## config.mk

```make
export PLATFORM = sky130hd
export DESIGN_NAME = reg_file_param
export DESIGN_NICKNAME = d
export VERILOG_FILES = /design/src/rtl/reg_file_param.sv
export SDC_FILE = /design/constraint.sdc
export NUM_CORES = 1
export LEC_CHECK = 0
export BUFFER_PORTS_ARGS = -buffer_cell sky130_fd_sc_hd__buf_2
export CORE_UTILIZATION = 55
export DETAILED_ROUTE_END_ITERATION = 16
export MAX_ROUTING_LAYER = met4
export PLACE_DENSITY_LB_ADDON = 0.1
export SLEW_MARGIN = 20
export SYNTH_ARGS = -nofsm -noshare
export SYNTH_HDL_FRONTEND = slang
export SYNTH_SLANG_ARGS = --single-unit
```

## constraint.sdc

```tcl
create_clock -name clk -period 1.9 [get_ports clk]
set_input_delay 0.475 -clock clk [delete_from_list [all_inputs] [get_ports clk]]
set_output_delay 0.475 -clock clk [all_outputs]
set_load 0.02 [all_outputs]
```

## src/rtl/reg_file_param.sv

```systemverilog
// Parametrised register file: two write ports (port 2 has priority), two registered
// read ports, synchronous clear, optional hardwired-zero entry 0 and write-to-read bypass.
module reg_file_param #(
  parameter int unsigned       WIDTH     = 8,
  parameter int unsigned       DEPTH     = 4,
  parameter int unsigned       ADDR_W    = 2,
  parameter logic [WIDTH-1:0]  RESET_VAL = '0,
  parameter bit                ZERO_REG  = 1'b0,
  parameter bit                BYPASS    = 1'b1
) (
  input  logic              clk,
  input  logic              rst,
  input  logic              clear,
  input  logic              write_en1,
  input  logic [ADDR_W-1:0] write_addr1,
  input  logic [WIDTH-1:0]  write_data1,
  input  logic              write_en2,
  input  logic [ADDR_W-1:0] write_addr2,
  input  logic [WIDTH-1:0]  write_data2,
  input  logic              read_en1,
  input  logic [ADDR_W-1:0] read_addr1,
  output logic [WIDTH-1:0]  read_data1,
  output logic              read_valid1,
  input  logic              read_en2,
  input  logic [ADDR_W-1:0] read_addr2,
  output logic [WIDTH-1:0]  read_data2,
  output logic              read_valid2
);

  logic [WIDTH-1:0] mem_q [DEPTH];
  logic [WIDTH-1:0] mem_d [DEPTH];
  logic [WIDTH-1:0] rd_data1_q, rd_data1_d;
  logic [WIDTH-1:0] rd_data2_q, rd_data2_d;
  logic             rd_valid1_q, rd_valid2_q;

  function automatic logic in_range(input logic [ADDR_W-1:0] a);
    return 32'(a) < DEPTH;
  endfunction

  // Addresses that hold real storage: in range and not the hardwired-zero entry.
  function automatic logic live(input logic [ADDR_W-1:0] a);
    return in_range(a) && !(ZERO_REG && (a == '0));
  endfunction

  always_comb begin
    mem_d = mem_q;
    if (clear) begin
      for (int unsigned i = 0; i < DEPTH; i++) mem_d[i] = RESET_VAL;
    end else begin
      if (write_en1 && live(write_addr1)) mem_d[write_addr1] = write_data1;
      if (write_en2 && live(write_addr2)) mem_d[write_addr2] = write_data2;
    end
  end

  // Read next-value priority mirrors the write path: clear, then port 2, then port 1.
  always_comb begin
    rd_data1_d = '0;
    if (live(read_addr1)) begin
      if (clear)                                              rd_data1_d = RESET_VAL;
      else if (BYPASS && write_en2 && write_addr2 == read_addr1) rd_data1_d = write_data2;
      else if (BYPASS && write_en1 && write_addr1 == read_addr1) rd_data1_d = write_data1;
      else                                                    rd_data1_d = mem_q[read_addr1];
    end
  end

  always_comb begin
    rd_data2_d = '0;
    if (live(read_addr2)) begin
      if (clear)                                              rd_data2_d = RESET_VAL;
      else if (BYPASS && write_en2 && write_addr2 == read_addr2) rd_data2_d = write_data2;
      else if (BYPASS && write_en1 && write_addr1 == read_addr2) rd_data2_d = write_data1;
      else                                                    rd_data2_d = mem_q[read_addr2];
    end
  end

  always_ff @(posedge clk or posedge rst) begin
    if (rst) begin
      for (int unsigned i = 0; i < DEPTH; i++) mem_q[i] <= RESET_VAL;
      rd_data1_q  <= '0;
      rd_data2_q  <= '0;
      rd_valid1_q <= 1'b0;
      rd_valid2_q <= 1'b0;
    end else begin
      mem_q       <= mem_d;
      rd_valid1_q <= read_en1;
      rd_valid2_q <= read_en2;
      if (read_en1) rd_data1_q <= rd_data1_d;
      if (read_en2) rd_data2_q <= rd_data2_d;
    end
  end

  assign read_data1  = rd_data1_q;
  assign read_data2  = rd_data2_q;
  assign read_valid1 = rd_valid1_q;
  assign read_valid2 = rd_valid2_q;

endmodule

```

* After elaboration in Yosys (flattened, before gate mapping)
Index checks and enable logic that the tools add are counted.
W data, S select, Z words.
** Word-level totals
- Output and inout port bits :: 18
- Register bits :: 50
- Logic and storage cells :: 50
- Input bits :: 31
** Cells by class
- Equal/unequal tests :: 4
- Reduce and logical (&&, ||, !) cells :: 6
- Magnitude comparators :: 6
- Bitwise operators :: 4
- Mux-type cells :: 22
** Operators by type and width (count)
- $mux W32 :: 4
- $mux W8 :: 12
- $bwmux W32 :: 2
- $bmux W8 S2 :: 2
- $demux W8 S2 :: 2
- $ge A3 B3 Y1 const B :: 4
- $not A2 Y3 :: 4
- $eq A2 B2 Y1 :: 4
- $logic_and A1 B1 Y1 :: 6
- $lt A3 B1 Y1 const B :: 2

* Logic depth before layout (Yosys ltp)
- Word-level depth :: 11
- Mapped depth :: 6
- Depth with buffers taken out :: 4

* Worst setup path before layout
OpenSTA, ideal clock, no wires.
- Path kind :: input-to-reg
- Start point :: input port read_addr1[0]
- End point :: register rd_data1_q[0] (netlist: read_data1[0])
- Library setup time :: 0.141 ns
- Cell stages on the path :: 5
- Data arrival time :: 1.538 ns
- Slack :: 0.221 ns
- Data required time :: 1.759 ns
- Path through :: buf_6 -> mux4_2 -> o31a_1 -> a211oi_1 -> o32ai_1
** On the way
- Cells in the longest elaborated chain, start to end :: 7
- Elaborated cells between the ends (all ways) :: 11
- Those cells by class :: eq/ne: 2; mux: 6; bitwise: 1; reduce/logical: 2
** RTL lines
- start, declared :: line 21 : input logic [ADDR_W-1:0] read_addr1,
- $not A2 Y3 (implied by the code) :: line 62 : else rd_data1_d = mem_q[read_addr1];
- $bmux W8 S2 :: line 62
- $mux W8 (implied by the code) (2 in series) :: line 62
- $mux W8 :: line 61 : else if (BYPASS && write_en1 && write_addr1 == read_addr1) rd_data1_d = write_data1;
- $mux W8 (*) :: line 60 : else if (BYPASS && write_en2 && write_addr2 == read_addr1) rd_data1_d = write_data2;
- $mux W8 (*) :: line 59 : if (clear) rd_data1_d = RESET_VAL;
- end signal, assigned :: line 87 : if (read_en1) rd_data1_q <= rd_data1_d;
- end, declared :: line 32 : logic [WIDTH-1:0] rd_data1_q, rd_data1_d;
Mark *: on every way between the ends. The rest lies on a longest branch, timed or not. The select of a mux whose other input is x is not followed.
A chain may end at the register's enable or synchronous reset.

* Final worst setup path
- Start point :: input port read_addr1[1]
- End point :: register rd_data1_q[6] (netlist: read_data1[6])
Same word-level chain as after synthesis.

==> summary.md <==
| Metric | Value |
|---|---|
| Max-cap violation count | 0 |
| Setup violators final | 0 |
| DR pass1 iterations | 5 |
| TritonCTS clock tree | built |
| Sequential-to-total area share from yosys stat | 38.55% |
| Mapped Cells | 295 |
| Layout cells sized above 1 | 28.19% |
| Critical path, cell by cell | buf_2 -> buf_4 -> xnor2_1 -> and3_1 -> a211oi_1 -> o32ai_1 |
| WL/cell | 19.87 um |
| Post-synthesis async set-or-reset flop share | 100.0% |
| # Post-CTS Setup Buffers | 0 |
| Clock root cell | clkbuf_8 |
| Worst-path fanout max | 8 |
| Hold_buf cts | 0 |
| Synthesized flop and latch total | 50 |
| # resized after CTS | 0 |
| Period utilization | 84.47% |
| Largest net degree at the start of global routing | 51 |
| Die ar. | 6213 sq um |
| CP Launch Type | input pin |
| Most used DFF post-synth | dfrtp_1 |
| H-tree level count | 2 |
| RSZ-0062 raised after global routing | false |
| Leakage | 1.655 nW |
| Non-Filler Instances | 409 |
| Total grt overflow | 0 |
| Worst path slowest cell | and3_1 |
| Layout overhead on the synthesized area | 13.11% |
| Worst Skew | 8.955 ps |
| Unique masters post-synth | 25 |
| CP Capture Type | register |
| Synthesized netlist net count | 326 |
| Min Tclk post-route | 1605 ps |
| Max Clock Freq | 623.1 MHz |
| Detailed-route wire length | 8.125 mm |
| Status | finished clean |
| Final-layout fill cell count | 475 |
| TritonCTS buffer count | 5 |
| Clk sink count | 50 |
| Die Height | 78.82 um |
| Clk_lat worst skew | 310 ps |
| Max VDD drop | 0.4894 mV |
| Initial antenna violation count | 0 |
| Crit path required time | 2110 ps |
| Iteration-0 DRC Markers | 210 |
| Clock-pin slew on the worst setup and hold paths | 100 ps |
| Row count | 27 |
| DRC errors left | 0 |
| Number of global-route vias before repair | 2475 |
| Total track usage | 29.20% |
| Core box area | 5608 sq um |
| Mapped Area | 3246 sq um |
| Num ports | 49 |
| CP arrival | 1810 ps |
| Antenna Cells | 0 |
| Routed vias | 2576 |
| Most common cell in the synthesized netlist | dfrtp_1 |
| Top cell type's share of synthesized area | 38.55% |
| DP HPWL | 5.958 mm |
| Rel. slew slack | 61.25% |
| Via/cell ratio | 6.298 |
| Slew Viols, Final | 0 |
| Measured slew at the worst slew-check pin | 579.4 ps |
| Antenna Nets Post-Route | 0 |
| Overall power | 0.002611 W |
| Worst setup path class | input pin to register |
| Synth top area cells | dfrtp_1 (39%), a211oi_1 (11%), mux4_2 (11%), mux2i_1 (9.9%), nor2_1 (5.6%) |
| Nets | 367 |
| Number of synthesized flops with an enable pin | 0 |
| Die Wd | 78.82 um |
| Final hold violations | 0 |
| CTS Buffer Depth | 2 |
| Synth area leader | dfrtp_1 |
| Placer congestion estimate | 0.8384 |
| Synth cell count leaders | dfrtp_1 (50), a211oi_1 (48), nor2_1 (48) |
| Min-Delay Path Class | input pin to async pin |
| First-pass GRT wire length | 13.48 mm |
| Number of port buffers | 48 |
| Post-Syn Area per Cell | 11.00 sq um |
| Max incr delay on CP | 360 ps |
| Starting Density | 57.88% |
| Dpl cells | 401 |
| Yosys warns | 0 |
| PD cells | 711.3 nW/um^2 |
logic make-up (layout without fill, tap and decap cells):
group                     count (synthesis)  in the layout  share of synthesized area [%]
buffers and inverters                    45             87                          6.823
muxes                                    48             48                          20.97
and+or+nand+nor                          64             64                          9.792
AOI/OAI and AO/OA                        80             80                          19.74
xor gates and xnor gates                  8              8                          4.125
DFF                                      50             50                          38.55
cell usage in the layout (no fill, tap or decap), drive strengths merged, types with 3 or more instances in the layout:
cell type  count
inv           18
clkbuf         5
buf           61
o32ai         16
dfrtp         50
o31a          16
nand3          4
xnor2          4
nor3           3
a211oi        48
mux2i         32
mux4          16
nand3b         4
xor2           4
nor2          48
critical path, delay by kind of cell:
| kind | cells | cell delay, ps |
|---|---|---|
| buffers and inverters | 2 | 430 |
| AOI/OAI and AO/OA | 2 | 420 |
| and+or+nand+nor | 1 | 360 |
| xor gates and xnor gates | 1 | 130 |
per-stage QoR:
step                TNS, ps  hold slack, ps  cell area (sq um)  util [%]  setup slack (ps)
global placement          0           502.3               3557     63.43             40.79
CTS                       0           206.3               3671     65.46             304.9
detailed placement   -9.254           508.5               3557     63.43            -9.254
floorplan                 0           506.4               3246         -             221.1
finish                    0           197.5               3671     65.46             295.1
global route              0           219.0               3671     65.46             155.8
registers in the layout, indices dropped and copies added (netlist names):
signal	count
mem_q	32
read_data1	8
read_data2	8
read_valid1	1
read_valid2	1
layer usage:
metal	wire length [um]	GRT usage (%)	up-vias
met5	0	-	-
met4	123	8.909	0
met3	543	4.368	11
met2	3637	41.13	114
met1	3820	43.64	1242
li1	-	-	1209
final timing paths:
kind	cells after the start	start	endpoint	slack, ps
max	6	read_addr1[1]	read_data1[6]$_DFFE_PP0P_	300
min	3	rst	read_valid2$_DFF_PP0_	200
max reg2reg	4	mem_q[6]$_DFF_PP0_	read_data2[6]$_DFFE_PP0P_	360
min reg2reg	2	read_data1[0]$_DFFE_PP0P_	read_data1[0]$_DFFE_PP0P_	530
max in group asynchronous	3	rst	mem_q[17]$_DFF_PP0_	1470
min in group clk	1	read_en2	read_valid2$_DFF_PP0_	390
power breakdown:
part / switching, W / internal (W) / leakage, nW
clock: 0.000377 / 0.000392 / 0.0504
sequential: 0.0000561 / 0.00114 / 0.668
combinational: 0.000373 / 0.000269 / 0.936
final cells by class:
cell class	instances	area, sq um	share of cell area (%)
clock inverter	3	45.04	1.227
multi-input combinational	200	1773	48.30
clock buffer	5	68.82	1.875
sequential	50	1251	34.08
tap	72	90.09	2.454
timing repair buffer	61	375.4	10.22
inverter	18	67.56	1.840
No activity file was read; power rests on OpenSTA's default activity.
